### src/rtl/moxie_uart_pkg.sv
// Shared definitions for the Wishbone UART transmitter: register map,
// STATUS bit layout, transmit FSM encoding and the divisor sanitiser.
package moxie_uart_pkg;

    localparam logic [2:0] ADR_DATA   = 3'd0;
    localparam logic [2:0] ADR_STATUS = 3'd1;
    localparam logic [2:0] ADR_DIV    = 3'd2;
    localparam logic [2:0] ADR_CTRL   = 3'd3;

    localparam int ST_FULL  = 0;
    localparam int ST_EMPTY = 1;
    localparam int ST_BUSY  = 2;
    localparam int ST_OVF   = 3;
    localparam int ST_COUNT = 4;

    typedef enum logic [1:0] {
        S_IDLE  = 2'd0,
        S_START = 2'd1,
        S_DATA  = 2'd2,
        S_STOP  = 2'd3
    } tx_state_e;

    // A zero divisor would make the bit period degenerate, so it becomes 1.
    function automatic logic [15:0] div_sanitize(input logic [15:0] v);
        return (v == 16'd0) ? 16'd1 : v;
    endfunction

endpackage

### src/rtl/wb_uart_fifo.sv
// Synchronous byte FIFO with fall-through head; a push while full is only
// accepted when a pop happens in the same cycle.
module wb_uart_fifo
    import moxie_uart_pkg::*;
#(
    parameter int DEPTH = 16,
    parameter int AW    = $clog2(DEPTH)
) (
    input  logic          clk_i,
    input  logic          rst_n_i,
    input  logic          push_i,
    input  logic [7:0]    wdata_i,
    input  logic          pop_i,
    output logic [7:0]    rdata_o,
    output logic          full_o,
    output logic          empty_o,
    output logic [AW:0]   count_o
);

    localparam logic [AW-1:0] PTR_ONE = AW'(1);
    localparam logic [AW:0]   CNT_ONE = (AW + 1)'(1);
    localparam logic [AW:0]   CNT_MAX = (AW + 1)'(DEPTH);

    logic [7:0]    mem_q [DEPTH];
    logic [AW-1:0] wr_ptr_q, wr_ptr_d;
    logic [AW-1:0] rd_ptr_q, rd_ptr_d;
    logic [AW:0]   count_q, count_d;
    logic          do_push_s, do_pop_s;

    assign full_o    = (count_q == CNT_MAX);
    assign empty_o   = (count_q == {(AW + 1){1'b0}});
    assign count_o   = count_q;
    assign rdata_o   = mem_q[rd_ptr_q];
    assign do_pop_s  = pop_i & ~empty_o;
    assign do_push_s = push_i & (~full_o | pop_i);

    // Pointer and occupancy next-state.
    always_comb begin
        wr_ptr_d = wr_ptr_q;
        rd_ptr_d = rd_ptr_q;
        count_d  = count_q;
        if (do_push_s) begin
            wr_ptr_d = wr_ptr_q + PTR_ONE;
        end else begin
            wr_ptr_d = wr_ptr_q;
        end
        if (do_pop_s) begin
            rd_ptr_d = rd_ptr_q + PTR_ONE;
        end else begin
            rd_ptr_d = rd_ptr_q;
        end
        case ({do_push_s, do_pop_s})
            2'b10:   count_d = count_q + CNT_ONE;
            2'b01:   count_d = count_q - CNT_ONE;
            default: count_d = count_q;
        endcase
    end

    // Control state with asynchronous reset; queued bytes are discarded.
    always_ff @(posedge clk_i or negedge rst_n_i) begin
        if (!rst_n_i) begin
            wr_ptr_q <= {AW{1'b0}};
            rd_ptr_q <= {AW{1'b0}};
            count_q  <= {(AW + 1){1'b0}};
        end else begin
            wr_ptr_q <= wr_ptr_d;
            rd_ptr_q <= rd_ptr_d;
            count_q  <= count_d;
        end
    end

    // Storage array, intentionally without reset.
    always_ff @(posedge clk_i) begin
        if (do_push_s) begin
            mem_q[wr_ptr_q] <= wdata_i;
        end
    end

endmodule

### src/rtl/wb_uart_tx.sv
// Wishbone classic slave UART transmitter: DATA/STATUS/DIV/CTRL registers,
// TX FIFO and an 8N1 serialiser with a drained-FIFO level interrupt.
module wb_uart_tx
    import moxie_uart_pkg::*;
#(
    parameter int          FIFO_DEPTH = 16,
    parameter logic [15:0] DIV_INIT   = 16'd867
) (
    input  logic        clk_i,
    input  logic        rst_n_i,
    input  logic [2:0]  wb_adr_i,
    input  logic [15:0] wb_dat_i,
    output logic [15:0] wb_dat_o,
    input  logic [1:0]  wb_sel_i,
    input  logic        wb_we_i,
    input  logic        wb_cyc_i,
    input  logic        wb_stb_i,
    output logic        wb_ack_o,
    output logic        tx_o,
    output logic        irq_o
);

    localparam int CW = $clog2(FIFO_DEPTH) + 1;

    logic            ack_q;
    logic [15:0]     div_q, div_d;
    logic            irq_en_q, irq_en_d;
    logic            ovf_q, ovf_d;
    logic            irq_q, irq_d;
    tx_state_e       state_q, state_d;
    logic [15:0]     cnt_q, cnt_d;
    logic [15:0]     div_act_q, div_act_d;
    logic [2:0]      bit_q, bit_d;
    logic [7:0]      shreg_q, shreg_d;
    logic            tx_q, tx_d;

    logic            wr_s, push_req_s, pop_s, boundary_s, ovf_set_s;
    logic            fifo_full_s, fifo_empty_s;
    logic [7:0]      fifo_rdata_s;
    logic [CW-1:0]   fifo_count_s;
    logic [15:0]     status_s, div_wr_s;

    assign wb_ack_o   = ack_q;
    assign tx_o       = tx_q;
    assign irq_o      = irq_q;
    assign wr_s       = ack_q & wb_cyc_i & wb_stb_i & wb_we_i;
    assign push_req_s = wr_s & (wb_adr_i == ADR_DATA) & wb_sel_i[0];
    assign ovf_set_s  = push_req_s & fifo_full_s & ~pop_s;
    assign boundary_s = (cnt_q == div_act_q);
    assign div_wr_s   = {wb_sel_i[1] ? wb_dat_i[15:8] : div_q[15:8],
                         wb_sel_i[0] ? wb_dat_i[7:0]  : div_q[7:0]};

    wb_uart_fifo #(.DEPTH(FIFO_DEPTH)) u_fifo (
        .clk_i   (clk_i),
        .rst_n_i (rst_n_i),
        .push_i  (push_req_s),
        .wdata_i (wb_dat_i[7:0]),
        .pop_i   (pop_s),
        .rdata_o (fifo_rdata_s),
        .full_o  (fifo_full_s),
        .empty_o (fifo_empty_s),
        .count_o (fifo_count_s)
    );

    // STATUS assembly and the read-data mux.
    always_comb begin
        status_s                   = 16'd0;
        status_s[ST_FULL]          = fifo_full_s;
        status_s[ST_EMPTY]         = fifo_empty_s;
        status_s[ST_BUSY]          = (state_q != S_IDLE);
        status_s[ST_OVF]           = ovf_q;
        status_s[ST_COUNT +: CW]   = fifo_count_s;
        wb_dat_o                   = 16'd0;
        if (!wb_we_i) begin
            case (wb_adr_i)
                ADR_STATUS: wb_dat_o = status_s;
                ADR_DIV:    wb_dat_o = div_q;
                ADR_CTRL:   wb_dat_o = {15'd0, irq_en_q};
                default:    wb_dat_o = 16'd0;
            endcase
        end else begin
            wb_dat_o = 16'd0;
        end
    end

    // Register-file updates; an overflow in the clearing cycle keeps OVF set.
    always_comb begin
        div_d    = div_q;
        irq_en_d = irq_en_q;
        ovf_d    = ovf_q;
        if (wr_s && (wb_adr_i == ADR_DIV)) begin
            div_d = div_sanitize(div_wr_s);
        end else begin
            div_d = div_q;
        end
        if (wr_s && (wb_adr_i == ADR_CTRL) && wb_sel_i[0]) begin
            irq_en_d = wb_dat_i[0];
        end else begin
            irq_en_d = irq_en_q;
        end
        if (wr_s && (wb_adr_i == ADR_STATUS) && wb_sel_i[0] && wb_dat_i[ST_OVF]) begin
            ovf_d = 1'b0;
        end else begin
            ovf_d = ovf_q;
        end
        if (ovf_set_s) begin
            ovf_d = 1'b1;
        end else begin
            ovf_d = ovf_d;
        end
        irq_d = irq_en_q & fifo_empty_s & (state_q == S_IDLE);
    end

    // Serialiser; each bit lasts div_act_q+1 clocks and DIV is resampled per bit.
    always_comb begin
        state_d   = state_q;
        cnt_d     = cnt_q;
        bit_d     = bit_q;
        shreg_d   = shreg_q;
        tx_d      = tx_q;
        div_act_d = div_act_q;
        pop_s     = 1'b0;
        case (state_q)
            S_IDLE: begin
                tx_d  = 1'b1;
                cnt_d = 16'd0;
                if (!fifo_empty_s) begin
                    pop_s     = 1'b1;
                    shreg_d   = fifo_rdata_s;
                    state_d   = S_START;
                    tx_d      = 1'b0;
                    div_act_d = div_q;
                end else begin
                    state_d = S_IDLE;
                end
            end
            S_START: begin
                if (boundary_s) begin
                    cnt_d     = 16'd0;
                    div_act_d = div_q;
                    state_d   = S_DATA;
                    bit_d     = 3'd0;
                    tx_d      = shreg_q[0];
                end else begin
                    cnt_d = cnt_q + 16'd1;
                end
            end
            S_DATA: begin
                if (boundary_s) begin
                    cnt_d     = 16'd0;
                    div_act_d = div_q;
                    if (bit_q == 3'd7) begin
                        state_d = S_STOP;
                        tx_d    = 1'b1;
                    end else begin
                        bit_d   = bit_q + 3'd1;
                        shreg_d = {1'b0, shreg_q[7:1]};
                        tx_d    = shreg_q[1];
                    end
                end else begin
                    cnt_d = cnt_q + 16'd1;
                end
            end
            S_STOP: begin
                if (boundary_s) begin
                    cnt_d     = 16'd0;
                    div_act_d = div_q;
                    if (!fifo_empty_s) begin
                        pop_s   = 1'b1;
                        shreg_d = fifo_rdata_s;
                        state_d = S_START;
                        tx_d    = 1'b0;
                    end else begin
                        state_d = S_IDLE;
                        tx_d    = 1'b1;
                    end
                end else begin
                    cnt_d = cnt_q + 16'd1;
                end
            end
            default: begin
                state_d = S_IDLE;
                tx_d    = 1'b1;
            end
        endcase
    end

    // All registered state; reset idles the line high immediately.
    always_ff @(posedge clk_i or negedge rst_n_i) begin
        if (!rst_n_i) begin
            ack_q     <= 1'b0;
            div_q     <= DIV_INIT;
            irq_en_q  <= 1'b0;
            ovf_q     <= 1'b0;
            irq_q     <= 1'b0;
            state_q   <= S_IDLE;
            cnt_q     <= 16'd0;
            div_act_q <= DIV_INIT;
            bit_q     <= 3'd0;
            shreg_q   <= 8'd0;
            tx_q      <= 1'b1;
        end else begin
            ack_q     <= wb_cyc_i & wb_stb_i & ~ack_q;
            div_q     <= div_d;
            irq_en_q  <= irq_en_d;
            ovf_q     <= ovf_d;
            irq_q     <= irq_d;
            state_q   <= state_d;
            cnt_q     <= cnt_d;
            div_act_q <= div_act_d;
            bit_q     <= bit_d;
            shreg_q   <= shreg_d;
            tx_q      <= tx_d;
        end
    end

endmodule

### config.mk
export PLATFORM = sky130hd
export DESIGN_NAME = wb_uart_tx
export DESIGN_NICKNAME = d
export VERILOG_FILES = /design/src/rtl/moxie_uart_pkg.sv /design/src/rtl/wb_uart_fifo.sv /design/src/rtl/wb_uart_tx.sv
export SDC_FILE = /design/constraint.sdc
export NUM_CORES = 1
export LEC_CHECK = 0
export ABC_AREA = 1
export BUFFER_PORTS_ARGS = -buffer_cell sky130_fd_sc_hd__buf_2
export CORE_UTILIZATION = 54
export CTS_CLUSTER_DIAMETER = 40
export DETAILED_ROUTE_END_ITERATION = 16
export GPL_TIMING_DRIVEN = 0
export PLACE_DENSITY_LB_ADDON = 0.2
export SLEW_MARGIN = 20
export SYNTH_ARGS = -nofsm -noshare
export SYNTH_HDL_FRONTEND = slang
export SYNTH_SLANG_ARGS = --single-unit
### constraint.sdc
create_clock -name clk_i -period 3.5 [get_ports clk_i]
set_input_delay 0.35 -clock clk_i [delete_from_list [all_inputs] [get_ports clk_i]]
set_output_delay 0.35 -clock clk_i [all_outputs]
set_load 0.05 [all_outputs]
==> implementation parameters, run 1 <==
Parameter                              Value

Pwr
  P_leak ... 4.71 nW
  Power share of the combinational group ... 0.035
  PwrDens ... 512 nW/µm²
  Switching power total ... 0.00138 W
  Sequential power share ... 0.459
  Peak supply drop ... 0.410 mV
  Clk pwr share ... 0.507
  Internal power contribution ... 0.00438 W
  Sw Share ... 0.240

CTS
  CTS sink cnt ... 207
  Count of H-tree levels built during CTS ... 1
  Buffers from clock root to sink, at most ... 3
  Clock edge transition at the registers on the reported setup and hold paths ... 60 ps
  CTS tree ... built
  Root Buffer ... clkbuf_16
  Number of clock buffers inserted by TritonCTS ... 31
  Later-pin clock latency in the skew report ... 570 ps

Floorplanning
  Top-level I/O count ... 45
  Area of the die ... 18,500 µm²
  Width of the die ... 136 µm
  Floorplan die height ... 136 µm
  Core outline area ... 17,400 µm²
  # rows ... 48
  Starting density of the core ... 0.556

GRT
  Pin count of the biggest net entering global routing ... 56
  Aggregate global-route resource usage ... 0.263
  Wire length of the first global-routing pass ... 36.6 mm
  Antenna violations before repair ... 0
  Remaining global-route overflow ... 0
  Via count of the first global-routing pass ... 7,070

STA
  Transition time at the pin with the least slew margin ... 972 ps
  Setup total negative slack ... 0 ps
  Setup repair after global routing missed its margin ... no
  Final critical-path required period ... 3140 ps
  Largest clock skew in the final design ... 23.6 ps
  Worst slew margin relative to its limit ... 0.347
  Achievable frequency ... 318 MHz
  Number of hold violations in the final report ... 0
  Number of failing setup endpoints in the final timing report ... 0
  Post-route fraction of the period consumed by the critical path ... 0.898
  Final Max Tran Viols ... 0

Detailed routing
  Number of remaining DRC errors ... 0
  Detailed-routing iteration count for the pre-antenna-repair pass ... 5
  Routed wire length ... 23.0 mm
  Routed length per placed instance ... 17.3 µm
  Count of nets left with antenna violations after detail routing ... 0
  Via count of the routed design ... 7,327
  Number of DRC markers after the initial detailed-route iteration ... 635
  Ratio of routed vias to standard cells ... 5.50

Status
  Status ... completed

Critical path
  CP max stage cell ... dfrtp_1
  Max FO, Critical Path ... 9
  Maximum cell stage delay along the critical path ... 440 ps
  CP cell instances ... nor4_2 > nand2_2 > nand2_1 > inv_1 > nand2_2 > nand2_4 > nand2_4 > ha_2 > xor2_1 > ha_1 > inv_1 > nand2_1 > nand2_1 > o21ai_0 > a21oi_1 > o21ai_0 > xor2_1
  Critical path data required time ... 3990 ps
  Type of destination of the critical path ... flip-flop
  Number of buffers and inverters on the critical path ... 2
  Data arrival, critical path ... 3640 ps
  Crit-path most repeated cell ... nand2_1
  Type of the worst setup path ... flip-flop to flip-flop
  Startpoint types ... flip-flop
  Kind of cell with the highest combined delay on the critical path ... simple AND/OR/NAND/NOR gates

Layout
  Fraction of layout cells with a size suffix above 1 ... 0.165
  Antenna Diode Count ... 0
  Filler Cell Count ... 1,407
  Total number of nets in the final design ... 1,125
  Synthesis-to-layout area growth ... 16.3%
  Non-filler cells in the finished layout ... 1,333

Place
  Number of buffers added on ports ... 44
  # placed instances ... 1,272
  HPWL reported at the end of detailed placement ... 15.2 mm
  Final RePlAce weighted congestion ... 0.812

Yosys
  Share of the synthesized area in the top cell type ... 0.397
  Largest area contributor in the synthesized netlist ... edfxtp_1
  Simple-gate portion of the synthesized area ... 0.212
  Share of the synthesized netlist area taken by xor and xnor gates ... 0.00904
  Seq/Total Area, Yosys ... 0.603
  Number of synthesized register bits ... 207
  Combinational family with the most area after synthesis ... simple AND/OR/NAND/NOR gates
  Arithmetic-cell share of the synthesized area counting full adders, half adders and majority gates ... 0.0207
  Number of unique standard cell types used by synthesis ... 45
  Number of instances in the synthesized netlist ... 1,002
  Fraction of synthesized area in multiplexers ... 0
  Compound-cell area share of the yosys netlist ... 0.109
  Average instance area after synthesis ... 9.67 µm²
  Async set-reset flop share out of synthesis ... 0.382
  Ys Warns ... 0
  Synth area leaders ... edfxtp_1, dfrtp_1, nand2_1
  EDFF count, synth ... 128
  Synth Net Count ... 1,044
  Netlist area before placement ... 9690 µm²
  Most instantiated flip-flop cell in the synthesis netlist ... edfxtp_1

Min path
  Worst Hold Class ... primary input to flip-flop

Run
  Number of max-cap violations ... 0
-- through the flow --
stage | power [W] | hold WS, ps | utilization | instance area (µm²) | setup WS [ps]
6_report | 0.00577 | 141 | 0.647 | 11300 | 357
2_1_floorplan | 0.00279 | 54.4 | - | 9690 | 425
3_3_place_gp | 0.00288 | 435 | 0.585 | 10200 | 237
5_1_grt | 0.00593 | 183 | 0.647 | 11300 | 25.3
3_5_place_dp | 0.00289 | 312 | 0.587 | 10200 | 176
4_1_cts | 0.00580 | 125 | 0.646 | 11300 | 153
-- area by class of cell --
type | instances | area [µm²] | share of cell area
clock inverters | 23 | 203 | 0.0180
repair buffers | 48 | 280 | 0.0249
well taps | 225 | 282 | 0.0250
flip-flops and latches | 207 | 5840 | 0.518
plain buffers | 31 | 146 | 0.0130
inverters | 79 | 307 | 0.0272
clock buffers | 35 | 801 | 0.0711
multi-input cells | 685 | 3410 | 0.303
-- path summary, 6_finish.rpt --
check / from / endpoint / slack, ps / cells past startpoint
max: u_fifo.count_o[3]$_DFFE_PN0P_ / u_fifo.count_o[4]$_DFFE_PN0P_ / 360 / 17
min in group asynchronous: rst_n_i / cnt_q[12]$_DFF_PN0_ / 260 / 2
min: wb_dat_i[9] / div_q[9]$_DFFE_PN1P_ / 140 / 5
max reg2reg: u_fifo.count_o[3]$_DFFE_PN0P_ / u_fifo.count_o[4]$_DFFE_PN0P_ / 360 / 17
max in group asynchronous: rst_n_i / div_q[8]$_DFFE_PN1P_ / 2580 / 3
min reg2reg: wb_ack_o$_DFF_PN0_ / wb_ack_o$_DFF_PN0_ / 460 / 1
-- cells in the final DEF (no fill, tap or decap), types with 5 or more instances in the layout --
master,count
inv_8,5
nand3_1,41
o21ai_0,89
o211ai_1,15
nor2_1,115
clkbuf_16,31
nor3_1,12
buf_2,49
inv_2,18
clkbuf_1,25
nand4_1,6
a21oi_1,46
inv_1,57
xor2_1,8
ha_1,15
edfxtp_1,128
inv_6,5
nand2_1,274
o21ai_2,16
dfrtp_1,66
clkinv_4,5
dfstp_2,13
-- state kept, by name (all words and copies together), names as in the netlist, 2 cells and up --
signal,cells
state_q,2
shreg_q,8
u_fifo.count_o,5
cnt_q,16
div_act_q,16
div_q,16
u_fifo.rd_ptr_q,4
u_fifo.wr_ptr_q,4
bit_q,3
u_fifo.mem_q,128
-- routing by layer --
layer  part of all wire  global-route usage
met1               0.43               0.366
met2               0.45               0.410
met5                  0                   0
met4              0.037               0.106
met3              0.088              0.0477
-- cells in the mapped netlist, types with 4 or more instances --
| cell type | count |
|---|---|
| o21ai_0 | 89 |
| nor4_1 | 4 |
| o21ai_2 | 16 |
| nand2_1 | 275 |
| nand3_4 | 4 |
| nand4_1 | 6 |
| o211ai_1 | 15 |
| nand3_1 | 41 |
| a21oi_1 | 46 |
| xor2_1 | 8 |
| edfxtp_1 | 128 |
| nor2_1 | 115 |
| inv_2 | 18 |
| ha_1 | 16 |
| clkbuf_1 | 22 |
| o21ai_1 | 4 |
| dfrtp_1 | 66 |
| nand2_4 | 4 |
| inv_1 | 57 |
| nor3_1 | 12 |
| dfstp_2 | 13 |
| buf_2 | 6 |
-- worst reg2reg max path, stage by stage (launching register included) --
cell and delay (ps):
dfrtp_1 440, nor4_2 370, nand2_2 180, nand2_1 130, inv_1 70, nand2_2 180
nand2_4 180, nand2_4 140, ha_2 260, xor2_1 220, ha_1 180, inv_1 40
nand2_1 70, nand2_1 70, o21ai_0 200, a21oi_1 90, o21ai_0 100, xor2_1 160
-- power by group through the flow --
| stage | sequential [W] | clock [W] | combinational (W) |
|---|---|---|---|
| CTS | 0.00265 | 0.00296 | 0.000200 |
| floorplan | 0.00269 | 0 | 0.000101 |
| finish | 0.00265 | 0.00292 | 0.000199 |
| detailed placement | 0.00269 | 0 | 0.000195 |
| global placement | 0.00269 | 0 | 0.000188 |
| global route | 0.00265 | 0.00306 | 0.000221 |
-- repair_timing --
item                       4_1_cts  5_1_grt
setup buffers                    0        0
hold endpoints to repair        24        0
hold buffers                     3        0
setup endpoints to repair        0        1
resized for setup                0        3
-- logic make-up after synthesis --
group	Yosys count
adder cells (fa/ha/maj)	16
flip-flops	207
AO/OA/AOI/OAI	183
buffers and inverters	110
AND/OR/NAND/NOR	476
XOR/XNOR	10
(Power assumes the default switching activity.)
==> run 2, diff against run 1 <==
- SETUP_SLACK_MARGIN: unset -> 0.5
- clock period: 3.5 -> 3.3 ns (I/O delays scaled with it)
==> implementation parameters, run 2 (synthesis results as in run 1) <==
Parameter                              Value

STA
  Largest clock skew in the final design ... 28.0 ps (was 23.6 ps)
  Setup repair after global routing missed its margin ... yes (was no)
  Final Hold Slack ... 53.7 ps (was 141 ps)
  Transition time at the pin with the least slew margin ... 831 ps (was 972 ps)
  Achievable frequency ... 355 MHz (was 318 MHz)
  Final critical-path required period ... 2820 ps (was 3140 ps)
  Number of failing setup endpoints in the final timing report ... 0 (unchanged)
  Number of hold violations in the final report ... 0 (unchanged)
  Post-route fraction of the period consumed by the critical path ... 0.855 (was 0.898)
  Final Max Tran Viols ... 0 (unchanged)
  Setup total negative slack ... 0 ps (unchanged)
  Worst slew margin relative to its limit ... 0.446 (was 0.347)

Pwr
  Power share of the combinational group ... 0.033 (was 0.035)
  PwrDens ... 570 nW/µm² (was 512 nW/µm²)
  Power Total ... 0.00663 W (was 0.00577 W)
  Clk pwr share ... 0.543 (was 0.507)
  Peak supply drop ... 0.437 mV (was 0.410 mV)
  Switching power total ... 0.00145 W (was 0.00138 W)
  Sequential power share ... 0.424 (was 0.459)
  P_leak ... 4.86 nW (was 4.71 nW)
  Sw Share ... 0.219 (was 0.240)
  Internal power contribution ... 0.00518 W (was 0.00438 W)

Run
  Number of max-cap violations ... 0 (unchanged)

Layout
  Synthesis-to-layout area growth ... 20.1% (was 16.3%)
  Antenna Diode Count ... 0 (unchanged)
  Area of all sequential standard cells ... 5840 µm² (about the same)
  Flip-flop count of the largest register, all copies and words added ... 128 (unchanged)
  Highest-count cells in the layout ignoring fill and taps ... nand2_1, edfxtp_1, nor2_1 (unchanged)
  Filler Cell Count ... 1,320 (was 1,407)
  Fraction of layout cells with a size suffix above 1 ... 0.200 (was 0.165)
  Register name with the most flops ... u_fifo.mem_q (unchanged)
  Area taken by multi-input logic gates ... 3520 µm² (was 3410 µm²)
  Total number of nets in the final design ... 1,140 (was 1,125)
  Most common library cell in the layout ignoring fill and taps ... nand2_1 (unchanged)
  Non-filler cells in the finished layout ... 1,349 (was 1,333)

GRT
  Remaining global-route overflow ... 0 (unchanged)
  Aggregate global-route resource usage ... 0.273 (was 0.263)
  Pin count of the biggest net entering global routing ... 56 (unchanged)
  Via count of the first global-routing pass ... 7,091 (was 7,070)
  Wire length of the first global-routing pass ... 37.5 mm (was 36.6 mm)
  Antenna violations before repair ... 0 (unchanged)

CTS
  Clock edge transition at the registers on the reported setup and hold paths ... 50 ps (was 60 ps)
  Count of H-tree levels built during CTS ... 2 (was 1)
  Buffers from clock root to sink, at most ... 3 (unchanged)
  Number of clock buffers inserted by TritonCTS ... 34 (was 31)
  CTS tree ... built (unchanged)
  CTS sink cnt ... 207 (unchanged)
  Later-pin clock latency in the skew report ... 520 ps (was 570 ps)
  Root Buffer ... clkbuf_16 (unchanged)

Place
  # placed instances ... 1,272 (unchanged)
  Number of buffers added on ports ... 44 (unchanged)
  HPWL reported at the end of detailed placement ... 15.5 mm (was 15.2 mm)
  Final RePlAce weighted congestion ... 0.819 (was 0.812)

Detailed routing
  Number of DRC markers after the initial detailed-route iteration ... 745 (was 635)
  Count of nets left with antenna violations after detail routing ... 0 (unchanged)
  Via count of the routed design ... 7,590 (was 7,327)
  Detailed-routing iteration count for the pre-antenna-repair pass ... 5 (unchanged)
  Routed length per placed instance ... 18.0 µm (was 17.3 µm)
  Ratio of routed vias to standard cells ... 5.63 (was 5.50)
  Routed wire length ... 24.3 mm (was 23.0 mm)
  Number of remaining DRC errors ... 0 (unchanged)

Floorplanning
  Width of the die ... 136 µm (unchanged)
  # rows ... 48 (unchanged)
  Floorplan die height ... 136 µm (unchanged)
  Top-level I/O count ... 45 (unchanged)
  Core outline area ... 17,400 µm² (unchanged)
  Starting density of the core ... 0.556 (unchanged)
  Area of the die ... 18,500 µm² (unchanged)

Status
  Status ... completed (unchanged)

Critical path
  Max FO, Critical Path ... 5 (was 9)
  CP max stage cell ... dfstp_2 (was dfrtp_1)
  R2R Path End ... u_fifo.count_o[4]$_DFFE_PN0P_ (unchanged)
  Type of the worst setup path ... flip-flop to flip-flop (unchanged)
  Reg-to-reg setup timing slack ... 480 ps (was 360 ps)
  Data arrival, critical path ... 3210 ps (was 3640 ps)
  Critical path data required time ... 3690 ps (was 3990 ps)
  Startpoint of the worst-slack reg-to-reg timing path ... div_act_q[6]$_DFFE_PN1P_ (was u_fifo.count_o[3]$_DFFE_PN0P_)
  Type of destination of the critical path ... flip-flop (unchanged)
  Worst Reg2Reg Path Length in Cells ... 21 (was 17)
  Maximum cell stage delay along the critical path ... 540 ps (was 440 ps)
  Startpoint types ... flip-flop (unchanged)
  CP cell instances ... inv_1 > nand2_1 > nand2_1 > nor2_2 > nand2_1 > nor2_4 > nand3_2 > nand2_2 > nand2_4 > nand2_8 > nand2_8 > ha_4 > xor2_2 > ha_2 > inv_2 > nand2_2 > nand2_2 > o21ai_2 > a21oi_1 > o21ai_1 > xor2_1 (was nor4_2 > nand2_2 > nand2_1 > inv_1 > nand2_2 > nand2_4 > nand2_4 > ha_2 > xor2_1 > ha_1 > inv_1 > nand2_1 > nand2_1 > o21ai_0 > a21oi_1 > o21ai_0 > xor2_1)

Min path
  Hold_sp ... wb_cyc_i (was wb_dat_i[9])
  Worst Hold Class ... primary input to flip-flop (unchanged)
  Hold Path Stages ... 3 (was 5)
  Hold Crit Endpoint ... wb_ack_o$_DFF_PN0_ (was div_q[9]$_DFFE_PN1P_)
[run 2: through the flow]
stage           util  cell area [µm²]  setup WS [ps]
2_1_floorplan      -             9700            357
3_3_place_gp   0.586            10200            142
3_5_place_dp   0.588            10200            109
4_1_cts        0.659            11500            392
5_1_grt        0.668            11600            325
6_report       0.668            11600            480
[run 2: worst max-delay path by stage]
stage / slack, ps / startpoint / end
CTS: 390 / div_act_q[5]$_DFFE_PN1P_ / u_fifo.count_o[4]$_DFFE_PN0P_
finish: 480 / div_act_q[6]$_DFFE_PN1P_ / u_fifo.count_o[4]$_DFFE_PN0P_
global placement: 140 / wb_stb_i / u_fifo.count_o[4]$_DFFE_PN0P_
floorplan: 360 / wb_ack_o$_DFF_PN0_ / u_fifo.count_o[4]$_DFFE_PN0P_
detailed placement: 110 / wb_stb_i / u_fifo.count_o[4]$_DFFE_PN0P_
global route: 320 / div_act_q[5]$_DFFE_PN1P_ / u_fifo.count_o[4]$_DFFE_PN0P_
[run 2: area by class of cell]
cell class	instances	share of cell area
buffer	31	0.0126
clock buffer	39	0.0756
timing repair buffer	60	0.0314
sequential	207	0.502
multi-input combinational	685	0.303
tap	225	0.0242
clock inverter	23	0.0251
inverter	79	0.0266
[run 2: layer usage]
layer | part of all wire | track usage
met1 | 0.43 | 0.390
met2 | 0.45 | 0.418
met3 | 0.089 | 0.0447
met4 | 0.030 | 0.106
met5 | 0 | 0
[run 2: worst max-delay path, delay by kind of cell (launching register included)]
kind,cells,cell delay [ps]
AO/OA/AOI/OAI,3,300
XOR/XNOR,2,340
adder cells (fa/ha/maj),2,380
buffers and inverters,2,80
flip-flops,1,540
AND/OR/NAND/NOR,12,1040
[run 2: power by group through the flow]
stage                     clock network [W]  registers, W  logic, W
after floorplan                           0       0.00285  0.000108
after CTS                           0.00361       0.00281  0.000213
final                               0.00360       0.00281  0.000219
after detailed placement                  0       0.00286  0.000209
after global placement                    0       0.00286  0.000200
after global routing                0.00373       0.00281  0.000243
[run 2: timing repair]
| item | in CTS | in global routing |
|---|---|---|
| pin swaps | 3 | 15 |
| hold buffers | 1 | 0 |
| setup endpoints to repair | 23 | 105 |
| hold endpoints to repair | 23 | 0 |
| buffers inserted | 4 | 10 |
| resized for setup | 8 | 29 |
==> run 3, diff against run 2 <==
- CORE_UTILIZATION: 54 -> 41
==> implementation parameters, run 3 (synthesis results as in run 1) <==
Parameter                              Value

Status
  Status ... completed (unchanged)

Floorplanning
  Top-level I/O count ... 45 (unchanged)
  Area of the die ... 24,200 µm² (was 18,500 µm²)
  Starting density of the core ... 0.423 (was 0.556)
  Core outline area ... 22,900 µm² (was 17,400 µm²)
  Width of the die ... 156 µm (was 136 µm)
  # rows ... 55 (was 48)
  Floorplan die height ... 156 µm (was 136 µm)

STA
  Setup repair after global routing missed its margin ... yes (unchanged)
  Largest clock skew in the final design ... 25.1 ps (was 28.0 ps)
  Transition time at the pin with the least slew margin ... 840 ps (was 831 ps)
  Final critical-path required period ... 2790 ps (was 2820 ps)
  Post-route fraction of the period consumed by the critical path ... 0.845 (was 0.855)
  Number of hold violations in the final report ... 0 (unchanged)
  Worst slew margin relative to its limit ... 0.438 (was 0.446)
  Achievable frequency ... 359 MHz (was 355 MHz)
  Setup total negative slack ... 0 ps (unchanged)
  Final Max Tran Viols ... 0 (unchanged)
  Number of failing setup endpoints in the final timing report ... 0 (unchanged)

CTS
  CTS sink cnt ... 207 (unchanged)
  Number of clock buffers inserted by TritonCTS ... 35 (was 34)
  Count of H-tree levels built during CTS ... 2 (unchanged)
  CTS tree ... built (unchanged)
  Clock edge transition at the registers on the reported setup and hold paths ... 50 ps (about the same)
  Buffers from clock root to sink, at most ... 3 (unchanged)
  Later-pin clock latency in the skew report ... 510 ps (was 520 ps)
  Root Buffer ... clkbuf_16 (unchanged)

Critical path
  Crit-path most repeated cell ... nand2_2
  Type of the worst setup path ... flip-flop to flip-flop (unchanged)
  Startpoint types ... flip-flop (unchanged)
  Number of buffers and inverters on the critical path ... 2 (unchanged)
  Critical path data required time ... 3670 ps (was 3690 ps)
  Setup crit start ... div_act_q[5]$_DFFE_PN1P_ (was div_act_q[6]$_DFFE_PN1P_)
  Startpoint of the worst-slack reg-to-reg timing path ... div_act_q[5]$_DFFE_PN1P_ (was div_act_q[6]$_DFFE_PN1P_)
  Max FO, Critical Path ... 4 (was 5)
  Type of destination of the critical path ... flip-flop (unchanged)
  CP max stage cell ... dfstp_2 (unchanged)
  Kind of cell with the highest combined delay on the critical path ... simple AND/OR/NAND/NOR gates (unchanged)
  Maximum cell stage delay along the critical path ... 530 ps (was 540 ps)
  Data arrival, critical path ... 3160 ps (was 3210 ps)
  CP cell instances ... inv_1 > nand2_1 > nand2_1 > nor2_2 > nand2_2 > nor2_4 > nand3_2 > nand2_2 > nand2_4 > nand2_8 > nand2_8 > ha_4 > xor2_2 > ha_2 > inv_2 > nand2_2 > nand2_2 > o21ai_2 > a21oi_1 > o21ai_1 > xor2_1 (was inv_1 > nand2_1 > nand2_1 > nor2_2 > nand2_1 > nor2_4 > nand3_2 > nand2_2 > nand2_4 > nand2_8 > nand2_8 > ha_4 > xor2_2 > ha_2 > inv_2 > nand2_2 > nand2_2 > o21ai_2 > a21oi_1 > o21ai_1 > xor2_1)

Detailed routing
  Number of remaining DRC errors ... 0 (unchanged)
  Number of DRC markers after the initial detailed-route iteration ... 586 (was 745)
  Detailed-routing iteration count for the pre-antenna-repair pass ... 6 (was 5)
  Routed wire length ... 24.8 mm (was 24.3 mm)
  Count of nets left with antenna violations after detail routing ... 0 (unchanged)
  Via count of the routed design ... 7,380 (was 7,590)
  Ratio of routed vias to standard cells ... 5.15 (was 5.63)
  Routed length per placed instance ... 17.3 µm (was 18.0 µm)

Min path
  Worst Hold Class ... primary input to flip-flop (unchanged)
  Hold_sp ... wb_cyc_i (unchanged)

Layout
  Synthesis-to-layout area growth ... 21.6% (was 20.1%)
  Total number of nets in the final design ... 1,139 (was 1,140)
  Final core utilization ... 0.514 (was 0.668)
  Antenna Diode Count ... 0 (unchanged)
  Most common library cell in the layout ignoring fill and taps ... nand2_1 (unchanged)
  Highest-count cells in the layout ignoring fill and taps ... nand2_1, edfxtp_1, nor2_1 (unchanged)
  Fraction of layout cells with a size suffix above 1 ... 0.206 (was 0.200)
  Area taken by multi-input logic gates ... 3530 µm² (was 3520 µm²)
  Register name with the most flops ... u_fifo.mem_q (unchanged)
  Flip-flop count of the largest register, all copies and words added ... 128 (unchanged)
  Non-filler cells in the finished layout ... 1,434 (was 1,349)
  Filler Cell Count ... 2,083 (was 1,320)
  Area of all sequential standard cells ... 5840 µm² (about the same)

Place
  # placed instances ... 1,360 (was 1,272)
  HPWL reported at the end of detailed placement ... 16.4 mm (was 15.5 mm)
  Number of buffers added on ports ... 44 (unchanged)
  Final RePlAce weighted congestion ... 0.850 (was 0.819)

GRT
  Wire length of the first global-routing pass ... 39.0 mm (was 37.5 mm)
  Antenna violations before repair ... 0 (unchanged)
  Remaining global-route overflow ... 0 (unchanged)
  Via count of the first global-routing pass ... 7,026 (was 7,091)
  Pin count of the biggest net entering global routing ... 53 (was 56)
  Aggregate global-route resource usage ... 0.214 (was 0.273)

Run
  Number of max-cap violations ... 0 (unchanged)

Pwr
  Peak supply drop ... 0.547 mV (was 0.437 mV)
  PwrDens ... 572 nW/µm² (was 570 nW/µm²)
  P_leak ... 4.90 nW (was 4.86 nW)
-- run 3: changes by cell type in the layout (fill, tap and decap cells not counted), sizes merged --
| cell | previous run | this run |
|---|---|---|
| clkinvlp | 3 | 1 |
| inv | 79 | 83 |
| buf | 68 | 66 |
| clkinv | 15 | 11 |
| clkbuf | 61 | 62 |
-- run 3: where the power goes --
group | total [W] | switching, W | internal [W]
clock | 0.00370 | 0.00128 | 0.00242
combinational | 0.000223 | 0.000163 | 0.0000600
sequential | 0.00281 | 0.0000190 | 0.00279
total | 0.00674 | 0.00146 | 0.00527
-- run 3: worst paths after layout --
kind / to / cells after the start / slack (ps)
max: u_fifo.count_o[4]$_DFFE_PN0P_ / 21 / 510
min: wb_ack_o$_DFF_PN0_ / 3 / 50
max reg2reg: u_fifo.count_o[4]$_DFFE_PN0P_ / 21 / 510
min reg2reg: wb_ack_o$_DFF_PN0_ / 1 / 440
max in group asynchronous: div_q[6]$_DFFE_PN1P_ / 3 / 2340
min in group asynchronous: div_q[13]$_DFFE_PN0P_ / 2 / 290
-- run 3: metrics by stage --
step / hold slack [ps] / setup WS [ps] / total power, W / cell area, µm²
2_1_floorplan: 34.4 / 357 / 0.00296 / 9700
3_3_place_gp: 428 / 139 / 0.00306 / 10300
3_5_place_dp: 283 / 143 / 0.00307 / 10300
4_1_cts: 32.8 / 402 / 0.00678 / 11600
5_1_grt: 55.3 / 363 / 0.00693 / 11800
6_report: 50.1 / 513 / 0.00674 / 11800
-- run 3: cell type report --
class                   instances  share of cell area
multi-input cells             685               0.300
clock inverters                21              0.0232
flip-flops and latches        207               0.496
clock buffers                  40              0.0785
well taps                     313              0.0332
repair buffers                 58              0.0308
plain buffers                  31              0.0124
inverters                      79              0.0262
-- run 3: what timing repair did --
| item | in CTS | in global routing |
|---|---|---|
| endpoints found under the setup margin | 88 | 125 |
| hold buffers | 1 | 0 |
| pin swaps | 3 | 21 |
| buffers inserted | 6 | 6 |
| resized for setup | 7 | 34 |
| hold endpoints to repair | 26 | 0 |
-- run 3: metal layers --
layer	global-route usage	part of all wire	up-vias
li1	-	-	3581
met1	0.305	0.45	3464
met2	0.323	0.44	276
met3	0.0414	0.078	59
met4	0.0798	0.031	0
met5	0	0	-
-- run 3: tightest hold or removal path: stages --
cell and delay (ps):
buf_2 100, nand2_1 50, nor2_1 30
